`src/rtl/regfile_write_scheduler.sv`:
```
// Write-side controller for the register file: sweeps INIT_VALUE into every register after
// reset/Restart, then arbitrates host and pipeline writeback writes onto the two write strobes.
module regfile_write_scheduler #(
    parameter int                ADDR_W     = 5,
    parameter int                DATA_W     = 32,
    parameter int                NUM_REGS   = 32,
    parameter logic [DATA_W-1:0] INIT_VALUE = '0,
    parameter int                PROTECT_R0 = 1
) (
    input  logic              clk,
    input  logic              rst,
    input  logic              Restart,
    input  logic              HostReq,
    input  logic [ADDR_W-1:0] HostAdd,
    input  logic [DATA_W-1:0] HostData,
    output logic              HostAck,
    input  logic              WbValid,
    input  logic [ADDR_W-1:0] WbAdd,
    input  logic [DATA_W-1:0] WbData,
    output logic              WbStall,
    output logic              Ready,
    output logic              WriteInitialiseSignal,
    output logic [ADDR_W-1:0] WriteInitialiseAdd,
    output logic [DATA_W-1:0] WriteInitialiseData,
    output logic              WriteDataBackSignal,
    output logic [ADDR_W-1:0] WriteBackAdd,
    output logic [DATA_W-1:0] WriteBackData
);

    typedef enum logic {CLEAR, RUN} state_t;

    localparam logic [ADDR_W:0] LAST_PTR = (ADDR_W+1)'(NUM_REGS - 1);

    state_t            state;
    logic [ADDR_W:0]   clearPtr;
    logic              skidValid;
    logic [ADDR_W-1:0] skidAdd;
    logic [DATA_W-1:0] skidData;
    logic              lastHost;

    logic running;
    logic grantHost;
    logic grantSkid;
    logic grantDirect;
    logic wbAccept;
    logic hostDrop;
    logic skidDrop;
    logic wbDrop;

    always_comb begin
        running     = (state == RUN) && !Restart;
        // Skid beats the host only right after a host grant, so neither side can starve.
        grantSkid   = running && skidValid && (lastHost || !HostReq);
        grantHost   = running && HostReq && !(skidValid && lastHost);
        WbStall     = !rst && ((state == CLEAR) || skidValid);
        wbAccept    = running && WbValid && !WbStall;
        grantDirect = wbAccept && !HostReq;
        HostAck     = grantHost;
        Ready       = (state == RUN);
        hostDrop    = (PROTECT_R0 != 0) && (HostAdd == '0);
        skidDrop    = (PROTECT_R0 != 0) && (skidAdd == '0);
        wbDrop      = (PROTECT_R0 != 0) && (WbAdd == '0);
    end

    always_ff @(posedge clk or posedge rst) begin
        if (rst) begin
            state                 <= CLEAR;
            clearPtr              <= '0;
            skidValid             <= 1'b0;
            skidAdd               <= '0;
            skidData              <= '0;
            lastHost              <= 1'b0;
            WriteInitialiseSignal <= 1'b0;
            WriteInitialiseAdd    <= '0;
            WriteInitialiseData   <= '0;
            WriteDataBackSignal   <= 1'b0;
            WriteBackAdd          <= '0;
            WriteBackData         <= '0;
        end else begin
            WriteInitialiseSignal <= 1'b0;
            WriteDataBackSignal   <= 1'b0;
            if (Restart) begin
                state     <= CLEAR;
                clearPtr  <= '0;
                skidValid <= 1'b0;
                lastHost  <= 1'b0;
            end else if (state == CLEAR) begin
                WriteInitialiseSignal <= 1'b1;
                WriteInitialiseAdd    <= clearPtr[ADDR_W-1:0];
                WriteInitialiseData   <= INIT_VALUE;
                clearPtr              <= clearPtr + 1'b1;
                if (clearPtr == LAST_PTR) begin
                    state <= RUN;
                end
            end else begin
                if (grantHost) begin
                    WriteInitialiseSignal <= !hostDrop;
                    WriteInitialiseAdd    <= HostAdd;
                    WriteInitialiseData   <= HostData;
                    lastHost              <= 1'b1;
                end else if (grantSkid) begin
                    WriteDataBackSignal <= !skidDrop;
                    WriteBackAdd        <= skidAdd;
                    WriteBackData       <= skidData;
                    skidValid           <= 1'b0;
                    lastHost            <= 1'b0;
                end else if (grantDirect) begin
                    WriteDataBackSignal <= !wbDrop;
                    WriteBackAdd        <= WbAdd;
                    WriteBackData       <= WbData;
                    lastHost            <= 1'b0;
                end
                if (wbAccept && !grantDirect) begin
                    skidValid <= 1'b1;
                    skidAdd   <= WbAdd;
                    skidData  <= WbData;
                end
            end
        end
    end

endmodule
```
`config.mk`:
```
export PLATFORM = sky130hd
export DESIGN_NAME = regfile_write_scheduler
export DESIGN_NICKNAME = d
export VERILOG_FILES = /design/src/rtl/regfile_write_scheduler.sv
export SDC_FILE = /design/constraint.sdc
export NUM_CORES = 1
export LEC_CHECK = 0
export CORE_MARGIN = 3
export CORE_UTILIZATION = 43
export DETAILED_ROUTE_END_ITERATION = 7
export PLACE_DENSITY = 0.77
export SLEW_MARGIN = 20
export SYNTH_ARGS = -nofsm -noshare
export SYNTH_HDL_FRONTEND = slang
export SYNTH_SLANG_ARGS = --single-unit
export TNS_END_PERCENT = 10
```
`constraint.sdc`:
```
create_clock -name clk -period 4.1 [get_ports clk]
set_input_delay 0.615 -clock clk [delete_from_list [all_inputs] [get_ports clk]]
set_output_delay 0.615 -clock clk [all_outputs]
set_load 0.01 [all_outputs]
```
==> results.yml, run 1 <==
finish:
  insertedDiodeCount: 0
  layout-drive-gt1-share: 0.2945
  flow.area_growth_from_synthesis_pct: 43.57
  finalNetCount: 592
  final_design_area_excluding_fillers_um2: 7545
global_routing:
  antenna_violations_before_repair: 0
  grt-ovfl-total: 0
  gr-usage-all-layers: 0.1925
  wire_length_of_the_first_global_routing_pass_um: 20180
  via_count_of_the_first_global_routing_pass: 3923
  maximum_number_of_pins_on_one_net_before_global_route_repair: 68
routing:
  postRouteAntennaNets: 0
  drt_wl_total_um: 12790
  detail_route.first_pass.iterations: 5
  wl_per_cell_um: 19.20
  route.vias.total: 3472
  drt_first_iter_violations: 193
  vias_per_cell: 5.213
  detail_route.drc_violations: 0
critical_path:
  crit_path_start: "Restart"
  setup.worst_path.start_class: "input port"
  path_max_fanout: 13
  worst_path_most_repeated_cell: "clkdlybuf4s50_1"
  reg2reg_from: "Ready"
  critical_path_class: "input port to output port"
  endpoint_kind: "output port"
  worst_path_largest_cell_delay_ns: 0.65
  crit_chain: "clkdlybuf4s50_1 -> nor2_4 -> and3_1 -> clkdlybuf4s50_1"
  cp_data_required_time_ns: 3.48
  number_of_buffer_and_inverter_instances_along_the_worst_setup_path: 2
  critical-path-top-delay-family: "buffers and inverters"
  worst_ep_arrival_time_ns: 2.37
  slowest_stage: "clkdlybuf4s50_1"
  r2r_slack_ns: 1.41
clock_tree:
  number_of_clock_sinks_seen_by_cts: 122
  htree_levels: 4
  cts_setup_buffers: 0
  clock_pin_transition_on_the_worst_setup_and_hold_timing_paths_ns: 0.05
  cts-hold-fix-buffers: 0
  clockRootBuffer: "clkbuf_16"
  tritoncts_clock_tree: "done"
  clock_path_buffers: 2
  clock_insertion_delay_worst_skew_ns: 0.40
  cts_made_buffers: 17
  postcts_resize_cnt: 0
floorplan:
  dieArea_um2: 13580
  chipHeight_um: 116.6
  die_x_um: 116.6
  core_area_um2: 11660
  i_o_pin_total: 158
  placement_rows: 39
  initial_core_utilization: 0.4506
sta:
  timing.max_slew.rel_slack: 0.4413
  min_period_over_period: 0.7270
  totalNegativeSetupSlack_ns: 0
  worst_slew_pin_slew_ns: 0.8381
  timing.final.setup_violations: 0
  timing.fmax_mhz: 335.5
  timing.final.hold_violations: 0
  maxSlewViolCount: 0
  setup_repair_after_global_routing_missed_its_margin: "false"
  post-route-min-period_ns: 2.981
  final.setup_skew_ns: 0.007656
synthesis:
  dominantRegCellSynth: "dfrtp_1"
  ys_async_sr_fraction: 1.000
  synth_seq_area_share: 0.5810
  synthesis.nets: 432
  synth_simple_gate_area_share: 0.02952
  synth_top_family_by_area: "multiplexers"
  synth_edf_count: 0
  synth_top_cells_by_area: "dfrtp_1, mux2_2, mux2_4"
  post_synth_fa_ha_maj_area_fraction: 0.002381
  number_of_warnings_printed_during_yosys_synthesis: 0
  synthesis.area_per_instance_um2: 14.93
  synth.distinct_cells: 36
  synthMuxAreaShare: 0.2745
  post-synth-top-area-fraction: 0.5810
  postSynthRegisterBits: 122
  synth.largest_area_cell: "dfrtp_1"
  synthXorXnorAreaFrac: 0.006667
  syn-instance-count: 352
  netlist_area_before_placement_um2: 5255
  synth_compound_gate_area_share: 0.07810
placed_design:
  detailed_place.area_um2: 6970
  hpwl_um: 8706
  io_buffers: 157
  finalWeightedCongestion: 0.7629
outcome:
  outcome: "complete, no violations"
run:
  timing.max_cap.violations: 0
power:
  power_density_nw_per_um2: 399.0
  worst_ir_drop_vdd_mv: 0.2578
  power.leakage_nw: 3.432
hold_path:
  min_path_type: "register to register"
  worst_hold_startpoint: "WriteInitialiseAdd[0]"
registers in the layout, summed over array words and instances, names as in the netlist, 5 cells and up:
signal and cells:
WriteBackAdd 5, WriteInitialiseData 32, clearPtr 6, WriteBackData 32, skidAdd 5, skidData 32, WriteInitialiseAdd 5
cells by family (layout without fill, tap and decap cells):
kind of cell | count (synthesis) | count (layout)
flops | 122 | 122
xor+xnor | 4 | 4
mux | 116 | 116
buf+inv | 26 | 197
fa+ha+maj | 1 | 1
simple gates | 31 | 31
compound gates | 52 | 52
tightest hold or removal path, cell delays in order (launching register included):
cell and delay [ns]:
dfrtp_1 0.34, nand2_1 0.05, o21ai_0 0.06
path summary, 6_finish.rpt:
| kind | endpoint | cells past startpoint |
|---|---|---|
| worst min-delay path | WriteInitialiseAdd[0] | 2 |
| worst max-delay path | HostAck | 4 |
| max in group asynchronous | WriteBackData[13] | 3 |
| min in group asynchronous | lastHost | 2 |
| worst max register to register | WriteBackData[21] | 5 |
| worst min register to register | WriteInitialiseAdd[0] | 2 |
placed cells by master, fill, tap and decap left out, types with 5 or more instances in the layout:
master	netlist	final
mux2i_1	5	5
clkdlybuf4s50_1	0	157
mux2_2	73	73
o21ai_0	6	6
clkbuf_16	0	17
a21oi_1	6	6
nand2_1	9	9
a22o_1	32	32
buf_4	2	5
clkbuf_8	0	6
mux2_4	38	38
dfrtp_1	122	122
nor2_1	8	8
cell type report:
class                      instances  area [um^2]
multi-input combinational        204         2092
clock buffer                      24        511.7
sequential                       122         3053
fill                             887         4118
timing repair buffer             163         1629
tap                              143        178.9
clock inverter                     6        62.56
inverter                           4        17.52
synthesized netlist by cell type, types with 3 or more instances:
cell	instances
a21oi_1	6
a22o_1	32
o21ai_0	6
clkbuf_1	6
xor2_1	3
nor3_1	4
mux2i_1	5
mux2_2	73
buf_2	9
buf_6	4
nand2_1	9
dfrtp_1	122
mux2_4	38
nor2_1	8
power by group:
group	leakage, nW	internal (mW)	switching (mW)
sequential	1.67	1.26	0.0315
clock	0.276	0.922	0.512
combinational	1.49	0.184	0.105
metal layers:
metal / GRT usage / vias to the layer above / wire length, um
met5: 0 / - / 0
met4: 0.06881 / 0 / 120
met3: 0.05130 / 10 / 655
met2: 0.3158 / 103 / 6483
met1: 0.2473 / 1766 / 5527
li1: - / 1593 / -
per-stage QoR:
step | util | setup WS (ns) | hold slack (ns) | total power [mW] | cells
2_1_floorplan | - | 0.2425 | 0.4753 | 1.418 | 352
3_3_place_gp | 0.5977 | 0.9852 | 0.4630 | 1.587 | 636
3_5_place_dp | 0.5977 | 0.9196 | 0.4708 | 1.597 | 636
4_1_cts | 0.6469 | 1.079 | 0.4863 | 3.039 | 666
5_1_grt | 0.6469 | 1.009 | 0.5136 | 3.117 | 666
6_report | 0.6469 | 1.119 | 0.4814 | 3.010 | 666
No activity file was read; power rests on OpenSTA's default activity.
==> run 2, diff against run 1 <==
--- a/config.mk
+++ b/config.mk
@@ -6,7 +6,7 @@
 export NUM_CORES = 1
 export LEC_CHECK = 0
 export CORE_MARGIN = 3
-export CORE_UTILIZATION = 43
+export CORE_UTILIZATION = 45
 export DETAILED_ROUTE_END_ITERATION = 7
 export PLACE_DENSITY = 0.77
 export SLEW_MARGIN = 20
==> constraint.sdc (replaced) <==
create_clock -name clk -period 3.1 [get_ports clk]
set_input_delay 0.465 -clock clk [delete_from_list [all_inputs] [get_ports clk]]
set_output_delay 0.465 -clock clk [all_outputs]
set_load 0.01 [all_outputs]
==> results.yml, run 2 (same netlist as run 1, synthesis figures left out) <==
outcome:
  outcome: "complete, no violations"
global_routing:
  globalRouteMet2Util: 0.3068
  wire_length_of_the_first_global_routing_pass_um: 19550
  most_congested_layer_reported_by_global_routing: "met2"
  gr-usage-all-layers: 0.1917
  via_count_of_the_first_global_routing_pass: 3888
  antenna_violations_before_repair: 0
  grt-ovfl-total: 0
  grt_util_met3: 0.06237
  maximum_number_of_pins_on_one_net_before_global_route_repair: 56
  met1_use_gr: 0.2474
sta:
  timing.final.hold_violations: 0
  totalNegativeSetupSlack_ns: 0
  worst_slew_pin_slew_ns: 0.5786
  min_period_over_period: 0.9083
  post-route-min-period_ns: 2.816
  fin_hold_ws_ns: 0.4867
  final.setup_skew_ns: 0.004568
  maxSlewViolCount: 0
  setup_repair_after_global_routing_missed_its_margin: "false"
  timing.max_slew.rel_slack: 0.6143
  timing.final.setup_violations: 0
  timing.fmax_mhz: 355.1
clock_tree:
  clock_pin_transition_on_the_worst_setup_and_hold_timing_paths_ns: 0.05
  htree_levels: 4
  cts_setup_buffers: 0
  clock_path_buffers: 2
  postcts_resize_cnt: 0
  cts-hold-fix-buffers: 0
  number_of_clock_sinks_seen_by_cts: 122
  cts_made_buffers: 17
  clock_insertion_delay_worst_skew_ns: 0.40
  tritoncts_clock_tree: "done"
  clockRootBuffer: "clkbuf_16"
floorplan:
  core_area_um2: 11130
  die_x_um: 114.1
  placement_rows: 38
  initial_core_utilization: 0.4723
  chipHeight_um: 114.1
  dieArea_um2: 13010
  i_o_pin_total: 158
routing:
  drt_wl_total_um: 12000
  wl_per_cell_um: 17.91
  detail_route.drc_violations: 0
  route.vias.total: 3488
  vias_per_cell: 5.206
  postRouteAntennaNets: 0
  drt_first_iter_violations: 179
  detail_route.first_pass.iterations: 4
hold_path:
  whs_endpoint: "WriteInitialiseAdd[4]"
  worst_hold_startpoint: "WriteInitialiseAdd[4]"
  min_path_type: "register to register"
  min_delay_path_depth: 2
critical_path:
  path_max_fanout: 14
  cp_data_required_time_ns: 2.63
  setup.worst_path.start_class: "register"
  worst_ep_arrival_time_ns: 2.35
  r2r_slack_ns: 0.82
  endpoint_kind: "output port"
  critical_path_class: "register to output port"
  reg2reg_from: "Ready"
  timing.rr.end: "WriteBackData[30]"
  rr_worst_depth: 5
placed_design:
  io_buffers: 157
  finalWeightedCongestion: 0.7557
  hpwl_um: 8335
finish:
  top_regs: "WriteBackData: 32 flops, WriteInitialiseData: 32 flops, skidData: 32 flops"
  insertedDiodeCount: 0
  mostFrequentLayoutCells: "clkdlybuf4s50_1, dfrtp_1, mux2_2"
  finalNetCount: 597
  layout-drive-gt1-share: 0.3000
  seq_area_um2: 3053
  layout_commonest_cell: "clkdlybuf4s50_1"
  layout.filler_cells: 819
  flow.area_growth_from_synthesis_pct: 44.19
  multiInputGateArea_um2: 2092
run:
  timing.max_cap.violations: 0
power:
  power.leakage_nw: 3.459
  power_density_nw_per_um2: 516.1
  worst_ir_drop_vdd_mv: 0.6605
## run 2: cell types whose count changed in the layout (fill, tap and decap cells not counted)
| cell | previous run | this run |
|---|---|---|
| clkinv_2 | 2 | 6 |
| clkbuf_1 | 1 | 3 |
| buf_12 | 1 | 2 |
| inv_4 | 1 | 0 |
| clkbuf_8 | 6 | 4 |
| buf_4 | 5 | 9 |
| clkinvlp_4 | 3 | 2 |
## run 2: worst max-delay path by stage
| stage | startpoint | endpoint | depth (start not counted) |
|---|---|---|---|
| after global routing | Ready | HostAck | 4 |
| after CTS | Ready | HostAck | 4 |
| after global placement | Restart | HostAck | 4 |
| after floorplan | rst | Ready | 1 |
| after detailed placement | HostReq | WriteBackData[18] | 6 |
| final | Ready | HostAck | 4 |
## run 2: critical path, stage by stage, from the launching register on
cell	delay (ns)
dfrtp_1	0.70
inv_2	0.19
nor2_4	0.22
and3_1	0.25
clkdlybuf4s50_1	0.60
## run 2: layout make-up
| type | instances | share of cell area |
|---|---|---|
| Clock inverter | 8 | 0.008917 |
| Sequential cell | 122 | 0.4029 |
| Multi-Input combinational cell | 204 | 0.2761 |
| Tap cell | 140 | 0.02312 |
| Inverter | 4 | 0.002477 |
| Timing Repair Buffer | 168 | 0.2216 |
| Clock buffer | 24 | 0.06489 |
## run 2: routing by layer
metal / wire length, um / up-vias / share of wire
li1: - / 1603 / -
met1: 5221 / 1767 / 0.44
met2: 5896 / 104 / 0.49
met3: 676 / 14 / 0.056
met4: 206 / 0 / 0.017
met5: 0 / - / 0
## run 2: where the power goes
part / switching (mW) / total (mW) / internal (mW)
sequential: 0.0396 / 1.70 / 1.66
combinational: 0.136 / 0.383 / 0.246
clock: 0.649 / 1.83 / 1.18
## run 2: stage by stage
stage	utilization	instance area [um^2]	total power [mW]	worst slack (ns)	cells
detailed placement	0.6308	7018	2.113	0.6221	638
floorplan	-	5259	1.876	1.138	352
global placement	0.6308	7018	2.100	0.6403	638
CTS	0.6811	7577	3.963	0.2086	670
finish	0.6811	7577	3.911	0.2843	670
global route	0.6811	7577	4.067	0.1386	670
==> run 3, diff against run 2 <==
--- a/config.mk
+++ b/config.mk
@@ -8,7 +8,7 @@
 export CORE_MARGIN = 3
 export CORE_UTILIZATION = 45
 export DETAILED_ROUTE_END_ITERATION = 7
-export PLACE_DENSITY = 0.77
+export DONT_BUFFER_PORTS = 1
 export SLEW_MARGIN = 20
 export SYNTH_ARGS = -nofsm -noshare
 export SYNTH_HDL_FRONTEND = slang
==> results.yml, run 3 (same netlist as run 1, synthesis figures left out) <==
hold_path:
  worst_hold_startpoint: "Restart"
  min_path_type: "input port to register"
clock_tree:
  cts_setup_buffers: 0
  htree_levels: 4
  cts_made_buffers: 17
  tritoncts_clock_tree: "done"
  clock_pin_transition_on_the_worst_setup_and_hold_timing_paths_ns: 0.06
  clock_insertion_delay_worst_skew_ns: 0.41
  clockRootBuffer: "clkbuf_16"
  postcts_resize_cnt: 0
  number_of_clock_sinks_seen_by_cts: 122
  clock_path_buffers: 2
  cts-hold-fix-buffers: 0
finish:
  insertedDiodeCount: 0
  finalNetCount: 436
  final_core_utilization: 0.5446
  layout-drive-gt1-share: 0.4255
  flow.area_growth_from_synthesis_pct: 15.31
  layout_commonest_cell: "dfrtp_1"
  top_regs: "WriteBackData: 32 flops, WriteInitialiseData: 32 flops, skidData: 32 flops"
  mostFrequentLayoutCells: "dfrtp_1, mux2_2, mux2_4"
routing:
  route.vias.total: 2886
  postRouteAntennaNets: 0
  drt_wl_total_um: 11250
  wl_per_cell_um: 22.11
  detail_route.drc_violations: 0
  drt_first_iter_violations: 146
  vias_per_cell: 5.670
  detail_route.first_pass.iterations: 4
global_routing:
  grt-ovfl-total: 0
  maximum_number_of_pins_on_one_net_before_global_route_repair: 67
  wire_length_of_the_first_global_routing_pass_um: 17660
  gr-usage-all-layers: 0.1814
  antenna_violations_before_repair: 0
  via_count_of_the_first_global_routing_pass: 3058
critical_path:
  number_of_buffer_and_inverter_instances_along_the_worst_setup_path: 1
  slowest_stage: "a21boi_4"
  cp_data_required_time_ns: 3.39
  endpoint_kind: "register"
  setup.worst_path.start_class: "register"
  crit_path_start: "skidValid"
  worst_path_largest_cell_delay_ns: 0.64
  reg2reg_from: "skidValid"
  critical-path-top-delay-family: "compound AO/OA/AOI/OAI gates"
  worst_ep_arrival_time_ns: 2.50
  critical_path_class: "register to register"
  path_max_fanout: 20
  crit_chain: "o21ai_4 -> a21boi_4 -> buf_4 -> mux2_4"
floorplan:
  chipHeight_um: 114.1
  initial_core_utilization: 0.4723
  die_x_um: 114.1
  dieArea_um2: 13010
  core_area_um2: 11130
  placement_rows: 38
  i_o_pin_total: 158
sta:
  timing.final.setup_violations: 0
  timing.fmax_mhz: 452.2
  totalNegativeSetupSlack_ns: 0
  post-route-min-period_ns: 2.212
  min_period_over_period: 0.7134
  timing.max_slew.rel_slack: 0.2916
  final.setup_skew_ns: 0.009911
  setup_repair_after_global_routing_missed_its_margin: "false"
  timing.final.hold_violations: 0
  maxSlewViolCount: 0
  worst_slew_pin_slew_ns: 1.060
  fin_hold_ws_ns: 0.1098
placed_design:
  io_buffers: 0
  hpwl_um: 7431
  finalWeightedCongestion: 0.7760
outcome:
  outcome: "complete, no violations"
power:
  power_density_nw_per_um2: 663.7
  power.leakage_nw: 2.885
  worst_ir_drop_vdd_mv: 0.4861
run:
  timing.max_cap.violations: 0
==> run 3: worst paths after layout <==
path / cells past startpoint / to / slack [ns]
max in group asynchronous: 2 / skidAdd[0] / 2.34
hold / removal: 1 / clearPtr[5] / 0.11
setup / recovery: 4 / WriteBackData[13] / 0.89
min in group asynchronous: 2 / WriteInitialiseSignal / 0.16
hold reg to reg: 1 / skidData[21] / 0.50
setup reg to reg: 4 / WriteBackData[13] / 0.89
==> run 3: stage by stage <==
stage                     total power, mW  std cells  cell area (um^2)  setup slack, ns
after floorplan                     1.876        352              5259            1.138
after global placement              1.912        477              5411           0.7735
after detailed placement            1.919        477              5411           0.7754
after CTS                           4.069        509              6060           0.8400
after global routing                4.176        509              6060           0.7408
final                               4.022        509              6060           0.8885
==> run 3: report_power, final <==
| group | total [mW] | switching [mW] | internal, mW |
|---|---|---|---|
| logic | 0.159 | 0.0695 | 0.0896 |
| registers | 1.73 | 0.0671 | 1.66 |
| clock network | 2.13 | 0.704 | 1.43 |
==> run 3: cell type report <==
type                            count  area [um^2]
Clock buffer                       22        484.2
Clock inverter                     10        163.9
Fill cell                         916         5066
Inverter                            4        18.77
Multi-Input combinational cell    204         2100
Sequential cell                   122         3053
Tap cell                          140        175.2
Timing Repair Buffer                7        65.06
==> run 3: worst reg2reg max path, cell delays in order (launching register included) <==
cell	delay, ns
dfrtp_1	0.43
o21ai_4	0.20
a21boi_4	0.65
buf_4	0.47
mux2_4	0.35
==> run 3: routing by layer <==
metal	part of all wire	wire [um]	GRT usage	vias to the layer above
met5	0	0	0	-
met1	0.39	4435	0.2250	1496
met2	0.49	5531	0.2713	90
met4	0.016	176	0.06413	0
met3	0.099	1110	0.09619	16
li1	-	-	-	1284
